==> config.mk <==
export PLATFORM = sky130hd
export DESIGN_NAME = pipe_hazard_ctrl
export DESIGN_NICKNAME = d
export VERILOG_FILES = /design/src/rtl/pipe_hazard_ctrl.sv
export SDC_FILE = /design/constraint.sdc
export NUM_CORES = 1
export LEC_CHECK = 0
export ABC_AREA = 1
export CAP_MARGIN = 40
export CORE_ASPECT_RATIO = 0.6
export CORE_MARGIN = 8
export CORE_UTILIZATION = 41
export DETAILED_ROUTE_END_ITERATION = 8
export PLACE_DENSITY = 0.75
export SYNTH_ARGS = -nofsm -noshare
export SYNTH_HDL_FRONTEND = slang
export SYNTH_SLANG_ARGS = --single-unit
==> constraint.sdc <==
create_clock -name clk_i -period 1.7 [get_ports clk_i]
set_clock_uncertainty 0.1 [all_clocks]
set_input_delay 0.17 -clock clk_i [delete_from_list [all_inputs] [get_ports clk_i]]
set_output_delay 0.17 -clock clk_i [all_outputs]
set_load 0.01 [all_outputs]
==> src/rtl/pipe_hazard_ctrl.sv <==
// Stall/flush sequencer for the 5-stage pipeline: load-use bubbles, branch flushes, memory handshake stalls.
// Optional memory-stall timeout with a sticky error state is enabled by defining PIPE_STALL_TIMEOUT_EN.
module pipe_hazard_ctrl #(
   parameter int CNT_W   = 16,
   parameter int TIMEOUT = 64
) (
   input  logic             clk_i,
   input  logic             rst_i,
   input  logic             start_i,
   input  logic             idex_memread_i,
   input  logic [4:0]       idex_rd_i,
   input  logic [4:0]       ifid_rs1_i,
   input  logic [4:0]       ifid_rs2_i,
   input  logic             branch_taken_i,
   input  logic             dmem_req_i,
   input  logic             dmem_ack_i,
   output logic             pc_we_o,
   output logic             ifid_we_o,
   output logic             ifid_flush_o,
   output logic             idex_flush_o,
   output logic             pipe_en_o,
   output logic [1:0]       state_o,
   output logic [CNT_W-1:0] stall_cnt_o,
   output logic             err_o
);

   typedef enum logic [1:0] {
      IDLE   = 2'd0,
      RUN    = 2'd1,
      MSTALL = 2'd2,
      ERR    = 2'd3
   } state_e;

   state_e           state_q, state_d;
   logic [CNT_W-1:0] stall_cnt_q, stall_cnt_d;
   logic             hazard_s;
   logic             memwait_s;

   // Parameter sanity is checked while elaborating, so a bad build never reaches silicon.
   if (TIMEOUT < 1 || CNT_W < 1) begin : g_param_chk
      $error("pipe_hazard_ctrl: TIMEOUT and CNT_W must be at least 1");
   end

`ifdef PIPE_STALL_TIMEOUT_EN
   localparam int TO_W = $clog2(TIMEOUT + 1);
   logic [TO_W-1:0] to_cnt_q, to_cnt_d;
   logic            err_q, err_d;
`endif

   // Hazard and memory-wait decode from the current pipeline inputs.
   always_comb begin
      hazard_s  = idex_memread_i && (idex_rd_i != 5'd0) &&
                  ((idex_rd_i == ifid_rs1_i) || (idex_rd_i == ifid_rs2_i));
      memwait_s = dmem_req_i && !dmem_ack_i;
   end

   // Next-state and control outputs; everything defaults to a frozen pipeline.
   always_comb begin
      state_d      = state_q;
      pc_we_o      = 1'b0;
      ifid_we_o    = 1'b0;
      ifid_flush_o = 1'b0;
      idex_flush_o = 1'b0;
      pipe_en_o    = 1'b0;
`ifdef PIPE_STALL_TIMEOUT_EN
      to_cnt_d     = {TO_W{1'b0}};
`endif
      case (state_q)
         IDLE: begin
            if (start_i) begin
               state_d = RUN;
            end else begin
               state_d = IDLE;
            end
         end
         RUN, MSTALL: begin
            if (!start_i) begin
               state_d = IDLE;
            end else if ((state_q == MSTALL) && !dmem_ack_i) begin
               state_d = MSTALL;
`ifdef PIPE_STALL_TIMEOUT_EN
               to_cnt_d = to_cnt_q + TO_W'(1);
               if (to_cnt_d == TO_W'(TIMEOUT)) begin
                  state_d = ERR;
               end else begin
                  state_d = MSTALL;
               end
`endif
            end else if (memwait_s) begin
               state_d = MSTALL;
            end else begin
               // An ack in MSTALL lands here too: the cycle behaves exactly like RUN.
               state_d   = RUN;
               pipe_en_o = 1'b1;
               if (hazard_s) begin
                  idex_flush_o = 1'b1;
               end else begin
                  pc_we_o      = 1'b1;
                  ifid_we_o    = 1'b1;
                  ifid_flush_o = branch_taken_i;
               end
            end
         end
`ifdef PIPE_STALL_TIMEOUT_EN
         ERR: begin
            state_d = ERR;
         end
`endif
         default: begin
            state_d = IDLE;
         end
      endcase
   end

   // Saturating count of cycles in which the PC was held while the pipeline was active.
   always_comb begin
      if (((state_q == RUN) || (state_q == MSTALL)) && !pc_we_o &&
          (stall_cnt_q != {CNT_W{1'b1}})) begin
         stall_cnt_d = stall_cnt_q + {{(CNT_W-1){1'b0}}, 1'b1};
      end else begin
         stall_cnt_d = stall_cnt_q;
      end
   end

   // State and stall counter registers.
   always_ff @(posedge clk_i or negedge rst_i) begin
      if (!rst_i) begin
         state_q     <= IDLE;
         stall_cnt_q <= {CNT_W{1'b0}};
      end else begin
         state_q     <= state_d;
         stall_cnt_q <= stall_cnt_d;
      end
   end

`ifdef PIPE_STALL_TIMEOUT_EN
   // Error flag is sticky and rises together with the ERR state.
   always_comb begin
      if (state_d == ERR) begin
         err_d = 1'b1;
      end else begin
         err_d = err_q;
      end
   end

   // Timeout counter and error flag registers.
   always_ff @(posedge clk_i or negedge rst_i) begin
      if (!rst_i) begin
         to_cnt_q <= {TO_W{1'b0}};
         err_q    <= 1'b0;
      end else begin
         to_cnt_q <= to_cnt_d;
         err_q    <= err_d;
      end
   end

   assign err_o = err_q;
`else
   assign err_o = 1'b0;
`endif

   assign state_o     = state_q;
   assign stall_cnt_o = stall_cnt_q;

endmodule

---- Word level (Yosys, flattened, before mapping) ----
Index checks and enable logic that the tools add are counted.
storage, ports and cells
  input port bits ......................... 22
  output and inout bits ................... 24
  register bits after elaboration ......... 18
cells by class
  reductions and logical operators ........ 13
  add/sub/neg operators ................... 1
  mux-type cells .......................... 24
  eq/ne operators ......................... 5
operators by type and width
  cell                   count
  $mux 1                 20
  $add 16x1->16 const B  1
  $ne 16x16->1 const B   1
  $eq 5x5->1             2
  $logic_and 1x1->1      6
  $mux 2                 3
  $reduce_bool 5->1      1
  $pmux 2 s2             1
  $eq 2x1->1 const B     1
  $eq 2x2->1 const B     1
  $logic_not 1->1        2
  $logic_not 2->1        1
  $logic_or 1x1->1       2
  $reduce_or 2->1        1

---- Depth between registers and ports, before layout ----
Gate-level depths: netlist of the first run.
  word-level depth ........................ 11
  gate-level depth with buffers ........... 12
  depth with buffers taken out ............ 11

---- Least setup slack after synthesis of the first run ----
OpenSTA, ideal clock, no wires.
  kind .................................... register to register
  start ................................... reg stall_cnt_q[0], in the netlist stall_cnt_o[0]
  end ..................................... reg stall_cnt_q[6], in the netlist stall_cnt_o[6]
  clock period less this slack ............ 1.724 ns
  stages on the path, launching flop included .. 10
  buffers on the path ..................... 1
  library setup time ...................... 0.117 ns
  data arrival time ....................... 1.507 ns
  data required time ...................... 1.483 ns
  path slack .............................. -0.024 ns
  cell sequence ........................... dfrtp_1 ha_1 nand3_1 nor2_2 nand3_1 o21ai_2 inv_2 buf_2 nand3_1 nand2_1
on the way
  cells in the longest elaborated chain, start to end .. 2
ends and longest elaborated chain
  element                                                line  text
  from (decl)                                            35    logic [CNT_W-1:0] stall_cnt_q, stall_cnt_d;
  from (signal assigned)                                 129   stall_cnt_q <= {CNT_W{1'b0}};
  from (signal assigned)                                 132   stall_cnt_q <= stall_cnt_d;
  branches (longest 2 deep; another with $add 16x1->16)  -
Several ways; the timed one is not identified.
A chain may end at the register's enable or synchronous reset.

---- Worst setup path in the final report of the first run ----
  start ................................... reg state_q[1], in the netlist state_o[1]
  end ..................................... out ifid_flush_o
on the way
  cells in the longest elaborated chain, start to end .. 5
ends and longest elaborated chain
  element                 line    text
  from (decl)             34      state_e state_q, state_d;
  from (signal assigned)  131     state_q <= state_d;
  $eq 2x2->1              68, 79
  $logic_and 1x1->1       79      end else if ((state_q == MSTALL) && !dmem_ack_i) begin
  $mux 1                  79
  $mux 1                  77      if (!start_i) begin
  $mux 1 (*)              68      case (state_q)
  to (decl)               19      output logic ifid_flush_o,
Every way passes the cells marked *; elsewhere a longest branch is shown, timed or not.

==> out/qor.txt, run 1 <==
Initial Util -> 42.5%
# Max-Cap Violations -> 0
Via Count -> 1,613
Finish-stage setup viols -> 5
arrival time of the worst setup path -> 1.54 ns
# rows -> 16
Synthesis Warnings -> 0
top cell type's share of synthesized area -> 32.9%
DRT iter0 DRCs -> 116
status -> complete, but fails checks
clock power share -> 17.4%
final core area utilization -> 73.0%
Placer Congestion -> 0.914
pre-CTS setup slack -> -0.471 ns
global-route wire length before repair -> 6910 um
Switching Fraction -> 38.2%
commonest non-fill, non-tap cell in the layout -> nand2_1
antenna violations before repair -> 0
vias in the first global route -> 1,481
GR Util All Layers -> 15.7%
CTS tree -> yes
syn avg cell area -> 6.64 um^2
Synth Cell Area -> 0.00137 mm^2
VDD IR max -> 0.000531 V
hpwl dp -> 3240 um
largest net degree at the start of global routing -> 19
Critical Path RT -> 1.43 ns
grt ovf -> 0
commonest cells after routing, fill and taps aside -> nand2_1 (65), clkdlybuf4s50_1 (33), inv_1 (22), buf_4 (22)
clock latency on the worst-skew pair -> 0.26 ns
Synth Register Bits -> 18
Final period util -> 107%
Pwr Density -> 761 mW/mm^2
Die X -> 90.6 um
Critical Path Sink Type -> output port
H-tree levels -> 1
P_sw -> 0.683 mW
minimum hold slack -> 0.140 ns
die footprint -> 0.00550 mm^2
final hold violation count -> 0
area post-placement -> 0.00203 mm^2
Leakage -> 1.14 nW
CP Class -> reg -> out
total I/O pin count -> 46
syn nets -> 232
Reg power frac -> 31.3%
clock slew at reported path FFs -> 0.07 ns
residual DRC count -> 0
Max Slew Vio Count -> 0
Num CTS Buffers -> 3
Worst Setup Slack, final -> -0.114 ns
Post-Route WL -> 4670 um
Area contributors post-synth -> dfrtp_1 (33%), nand2_1 (19%), nand3_1 (9.5%), inv_1 (7.1%), xor2_1 (5.8%)
final std cells w/o fill -> 322
post-DR wirelength/cell -> 14.5 um
area grow syn2layout -> 71.8%
Internal -> 1.11 mW
crit path time final -> 1.81 ns
post-synthesis cell type count -> 23
largest fanout on the critical path -> 4
Synth Instances -> 206
final instance area -> 0.00235 mm^2
DR pass1 iterations -> 4
Synth area leader -> dfrtp_1
CORE AREA -> 0.00322 mm^2
Fmax -> 551 MHz
failing checks -> negative setup slack
Fill cells -> 245
setup_tns -> -0.366 ns
sequential area share after synthesis -> 32.9%
DP Cell Count -> 316
Die Height -> 60.8 um
clock buffer depth -> 2
total power -> 1.79 mW
hold crit path type -> in -> async
layout cells sized above 1 -> 31.0%
Buffers on Ports -> 44
CP startpoint kind -> flop
ant diodes -> 0
RSZ-0062 raised after global routing -> yes
fin nets -> 304
Via density -> 5.01
Final ANT Viol Nets -> 0
Gate power share -> 51.3%
clk sinks -> 18
root buf cell -> clkbuf_8
logic make-up after synthesis:
group                    synth area share (%)
XOR/XNOR                                 9.60
other                                   0.274
flip-flops                               32.9
adder cells (fa/ha/maj)                  3.66
AO/OA/AOI/OAI                            2.10
buffers and inverters                    10.6
AND/OR/NAND/NOR                          40.9
power by group through the flow:
stage	registers (mW)	clock network (mW)	logic [mW]
after floorplan	0.592	0	0.285
after global placement	0.555	0	0.698
after detailed placement	0.560	0	0.710
after CTS	0.553	0.318	0.745
after global routing	0.566	0.333	0.993
final	0.560	0.311	0.918
final timing paths:
path | from | end | slack, ns | depth (start not counted)
hold reg to reg | stall_cnt_o[10] | stall_cnt_o[10] | 0.42 | 2
min in group clk_i | stall_cnt_o[10] | stall_cnt_o[10] | 0.42 | 2
hold / removal | rst_i | stall_cnt_o[15] | 0.14 | 2
setup reg to reg | stall_cnt_o[1] | stall_cnt_o[2] | 0.02 | 9
setup / recovery | state_o[1] | ifid_flush_o | -0.11 | 8
max in group asynchronous | rst_i | stall_cnt_o[0] | 1.15 | 2
cell usage after synthesis (all sizes together):
| library cell | count |
|---|---|
| and3 | 1 |
| o21ai | 3 |
| conb | 1 |
| nor3 | 7 |
| a21oi | 2 |
| ha | 4 |
| nor2 | 19 |
| nand3 | 26 |
| inv | 27 |
| buf | 6 |
| nand2 | 74 |
| xnor2 | 6 |
| nand4 | 3 |
| dfrtp | 18 |
| xor2 | 9 |
critical path: stages, from the launching register on:
cell and delay (ns):
dfrtp_1 0.41, ha_4 0.17, nor2_4 0.09, nor2_4 0.05, nor2_4 0.12, nand2_4 0.10
inv_4 0.07, and3_4 0.17, buf_6 0.09
flip-flops by register name (all words and copies together) (netlist names):
name,cells
stall_cnt_o,16
state_o,2
routing by layer:
| layer | track usage, % | routed length [um] | up-vias | part of all wire [%] |
|---|---|---|---|---|
| li1 | - | - | 783 | - |
| met1 | 20.6 | 2040 | 771 | 44 |
| met2 | 25.1 | 2260 | 53 | 48 |
| met3 | 4.57 | 330 | 6 | 7.1 |
| met4 | 3.76 | 40 | 0 | 0.86 |
| met5 | 0 | 0 | - | 0 |
timing repair:
item / CTS / global route
resized for setup: 33 / 58
gates cloned: 1 / 0
endpoints found under the setup margin: 21 / 21
hold buffers: 0 / 0
pin swaps: 8 / 30
buffers inserted: 1 / 2
final cells by class:
class / instances / area [um^2] / area share [%]
multi-input cells: 156 / 1010 / 42.9
clock buffers: 4 / 45.0 / 1.91
flip-flops and latches: 18 / 452 / 19.2
repair buffers: 72 / 683 / 29.0
well taps: 45 / 56.3 / 2.39
inverters: 27 / 106 / 4.52
No activity file was read; power rests on OpenSTA's default activity.
==> run 2: changes to the inputs <==
--- a/config.mk
+++ b/config.mk
@@ -5,13 +5,14 @@
 export SDC_FILE = /design/constraint.sdc
 export NUM_CORES = 1
 export LEC_CHECK = 0
-export ABC_AREA = 1
+export ABC_AREA = 0
 export CAP_MARGIN = 40
 export CORE_ASPECT_RATIO = 0.6
 export CORE_MARGIN = 8
-export CORE_UTILIZATION = 41
+export CORE_UTILIZATION = 38
+export CTS_CLUSTER_SIZE = 28
 export DETAILED_ROUTE_END_ITERATION = 8
-export PLACE_DENSITY = 0.75
+export PLACE_DENSITY = 0.74
 export SYNTH_ARGS = -nofsm -noshare
 export SYNTH_HDL_FRONTEND = slang
 export SYNTH_SLANG_ARGS = --single-unit
==> out/qor.txt, run 2 <==
Leakage -> 0.953 nW (was 1.14 nW)
hold buffer count at cts -> 0 (unchanged)
post-DR wirelength/cell -> 14.6 um (was 14.5 um)
Buffers on Ports -> 44 (unchanged)
GR Util All Layers -> 13.5% (was 15.7%)
fin nets -> 221 (was 304)
max reg flops -> 16 (unchanged)
Synth Register Bits -> 18 (unchanged)
Worst Setup Slack, final -> -0.377 ns (was -0.114 ns)
Critical Path RT -> 1.73 ns (was 1.43 ns)
Fmax -> 481 MHz (was 551 MHz)
largest fanout on the critical path -> 5 (was 4)
H-tree levels -> 1 (unchanged)
Worst R2R End -> stall_cnt_o[1] (was stall_cnt_o[2])
clock buffer depth -> 2 (unchanged)
layout cells sized above 1 -> 38.9% (was 31.0%)
CORE AREA -> 0.00283 mm^2 (was 0.00322 mm^2)
Placer Congestion -> 0.779 (was 0.914)
Synth Cell Area -> 0.00112 mm^2 (was 0.00137 mm^2)
Max Slew Vio Count -> 0 (unchanged)
Num CTS Buffers -> 3 (unchanged)
DRT iter0 DRCs -> 24 (was 116)
Critical Path Sink Type -> flop (was output port)
total I/O pin count -> 46 (unchanged)
RR Startpoint -> state_o[0] (was stall_cnt_o[1])
arrival time of the worst setup path -> 2.11 ns (was 1.54 ns)
VDD IR max -> 0.000739 V (was 0.000531 V)
Synth Instances -> 109 (was 206)
Internal -> 1.20 mW (was 1.11 mW)
Finish-stage setup viols -> 21 (was 5)
R2R cell count -> 8 (was 9)
antenna violations before repair -> 0 (unchanged)
top cell type's share of synthesized area -> 40.1% (was 32.9%)
sequential area share after synthesis -> 40.1% (was 32.9%)
vias in the first global route -> 1,100 (was 1,481)
syn avg cell area -> 10.3 um^2 (was 6.64 um^2)
DR pass1 iterations -> 3 (was 4)
final hold violation count -> 0 (unchanged)
Pwr Density -> 862 mW/mm^2 (was 761 mW/mm^2)
residual DRC count -> 0 (unchanged)
root buf cell -> clkbuf_8 (unchanged)
grt ovf -> 0 (unchanged)
die footprint -> 0.00501 mm^2 (was 0.00550 mm^2)
Switching Fraction -> 32.5% (was 38.2%)
clock latency on the worst-skew pair -> 0.25 ns (was 0.26 ns)
Area contributors post-synth -> dfrtp_1 (40%), xnor2_1 (19%), ha_1 (4.5%), nand2_1 (4.3%), nand4_2 (3.3%) (was dfrtp_1 (33%), nand2_1 (19%), nand3_1 (9.5%), inv_1 (7.1%), xor2_1 (5.8%))
failing checks -> negative setup slack (unchanged)
syn nets -> 135 (was 232)
CTS tree -> yes (unchanged)
Synth area leader -> dfrtp_1 (unchanged)
commonest non-fill, non-tap cell in the layout -> buf_4 (was nand2_1)
clock power share -> 16.5% (was 17.4%)
hpwl dp -> 2650 um (was 3240 um)
Final ANT Viol Nets -> 0 (unchanged)
Via Count -> 1,070 (was 1,613)
hold crit path type -> in -> async (unchanged)
ant diodes -> 0 (unchanged)
clock slew at reported path FFs -> 0.07 ns (about the same)
Post-synth top flop -> dfrtp_1 (unchanged)
clk sinks -> 18 (unchanged)
Die Height -> 58.1 um (was 60.8 um)
minimum hold slack -> 0.146 ns (was 0.140 ns)
# rows -> 15 (was 16)
commonest cells after routing, fill and taps aside -> buf_4 (41), clkdlybuf4s50_1 (31), xnor2_1 (24), dfrtp_1 (18), nand2_1 (11) (was nand2_1 (65), clkdlybuf4s50_1 (33), inv_1 (22), buf_4 (22))
FFs w/ async S/R, synth -> 100% (unchanged)
most common cell in the netlist -> xnor2_1 (was nand2_1)
# Max-Cap Violations -> 0 (unchanged)
total power -> 1.77 mW (was 1.79 mW)
Via density -> 4.55 (was 5.01)
final std cells w/o fill -> 235 (was 322)
DP Cell Count -> 226 (was 316)
Initial Util -> 39.6% (was 42.5%)
Die X -> 86.2 um (was 90.6 um)
Reg power frac -> 30.3% (was 31.3%)
final instance area -> 0.00206 mm^2 (was 0.00235 mm^2)
RSZ-0062 raised after global routing -> yes (unchanged)
Gate power share -> 53.2% (was 51.3%)
CP startpoint kind -> flop (unchanged)
P_sw -> 0.576 mW (was 0.683 mW)
largest net degree at the start of global routing -> 19 (unchanged)
Post-synth EDFFs -> 0 (unchanged)
global-route wire length before repair -> 5370 um (was 6910 um)
Synthesis Warnings -> 0 (unchanged)
CP Class -> reg -> reg (was reg -> out)
Synth top cells by count -> xnor2_1 (24), dfrtp_1 (18), nand2_1 (13), and3_1 (5), nand4_1 (5) (was nand2_1 (71), inv_1 (26), nand3_1 (26), dfrtp_1 (18), nor2_1 (18))
area grow syn2layout -> 83.2% (was 71.8%)
Final period util -> 122% (was 107%)
Post-Route WL -> 3430 um (was 4670 um)
area post-placement -> 0.00189 mm^2 (was 0.00203 mm^2)
status -> complete, but fails checks (unchanged)
post-synthesis cell type count -> 31 (was 23)
crit path time final -> 2.08 ns (was 1.81 ns)
reg2reg setup slack -> -0.38 ns (was 0.02 ns)
## run 2: cell count changes after synthesis, moves of 4 or more
cell	previous run	this run
xnor2_1	6	24
nor2_1	18	4
and3_1	1	5
inv_1	26	4
xor2_1	9	1
nand2_1	71	13
nand3_1	26	4
nor3_1	6	1
## run 2: worst max-delay path by stage
| stage | cells past startpoint | endpoint | startpoint | slack, ns |
|---|---|---|---|---|
| after CTS | 8 | stall_cnt_o[7] | stall_cnt_o[1] | -0.35 |
| after global placement | 6 | ifid_flush_o | idex_rd_i[1] | -0.67 |
| after detailed placement | 6 | ifid_flush_o | idex_rd_i[1] | -0.68 |
| final | 8 | stall_cnt_o[1] | state_o[0] | -0.38 |
| after floorplan | 9 | stall_cnt_o[13] | stall_cnt_o[0] | -0.38 |
| after global routing | 9 | stall_cnt_o[5] | state_o[0] | -0.46 |
## run 2: critical path, cell delays in order (launching register included)
cell and delay [ns]:
dfrtp_1 0.39, inv_2 0.06, ha_2 0.19, o21bai_4 0.06, and2_4 0.16, a221o_1 0.30, o21ba_4 0.27, buf_4 0.13
mux2_4 0.29
## run 2: cell families (layout without fill, tap and decap cells)
kind of cell             count (synthesis)  in the layout  synth area share (%)
AO/OA/AOI/OAI                            6              6                  4.24
XOR/XNOR                                25             25                  19.5
adder cells (fa/ha/maj)                  4              4                  4.46
buffers and inverters                   10             94                  6.46
flip-flops                              18             18                  40.1
multiplexers                             1              1                  1.00
other                                    1              1                 0.334
AND/OR/NAND/NOR                         44             44                  23.9
## run 2: layer usage
layer  share of wire [%]  vias to the layer above  track usage (%)
met5                   0                        -                0
met4                   0                        0            0.495
met3                 6.4                        0             5.49
met2                  49                       24             23.3
met1                  44                      511             16.1
li1                    -                      535                -
## run 2: stage by stage
stage	worst slack, ns	setup TNS (ns)	util [%]
floorplan	-0.384	-5.41	-
global placement	-0.674	-11.21	66.8
detailed placement	-0.683	-11.31	66.8
CTS	-0.347	-5.43	69.8
global route	-0.460	-7.25	72.5
finish	-0.377	-5.54	72.5
## run 2: what timing repair did
| item | 4_1_cts | 5_1_grt |
|---|---|---|
| buffers inserted | 4 | 2 |
| endpoints found under the setup margin | 21 | 23 |
| pin swaps | 14 | 11 |
| resized for setup | 36 | 14 |
| hold endpoints to repair | 0 | 0 |
## run 2: cell type report
cell class	instances	area (um^2)
Timing Repair Buffer	87	787
Fill cell	199	778
Multi-Input combinational cell	81	707
Sequential cell	18	450
Tap cell	42	52.6
Clock buffer	3	41.3
Inverter	4	17.5
## run 2: power by group through the flow
stage | Combinational, mW | Clock, mW | Sequential [mW]
2_1_floorplan | 0.331 | 0 | 0.601
3_3_place_gp | 0.828 | 0 | 0.540
3_5_place_dp | 0.852 | 0 | 0.544
4_1_cts | 0.895 | 0.298 | 0.535
5_1_grt | 1.02 | 0.319 | 0.546
6_report | 0.942 | 0.293 | 0.537
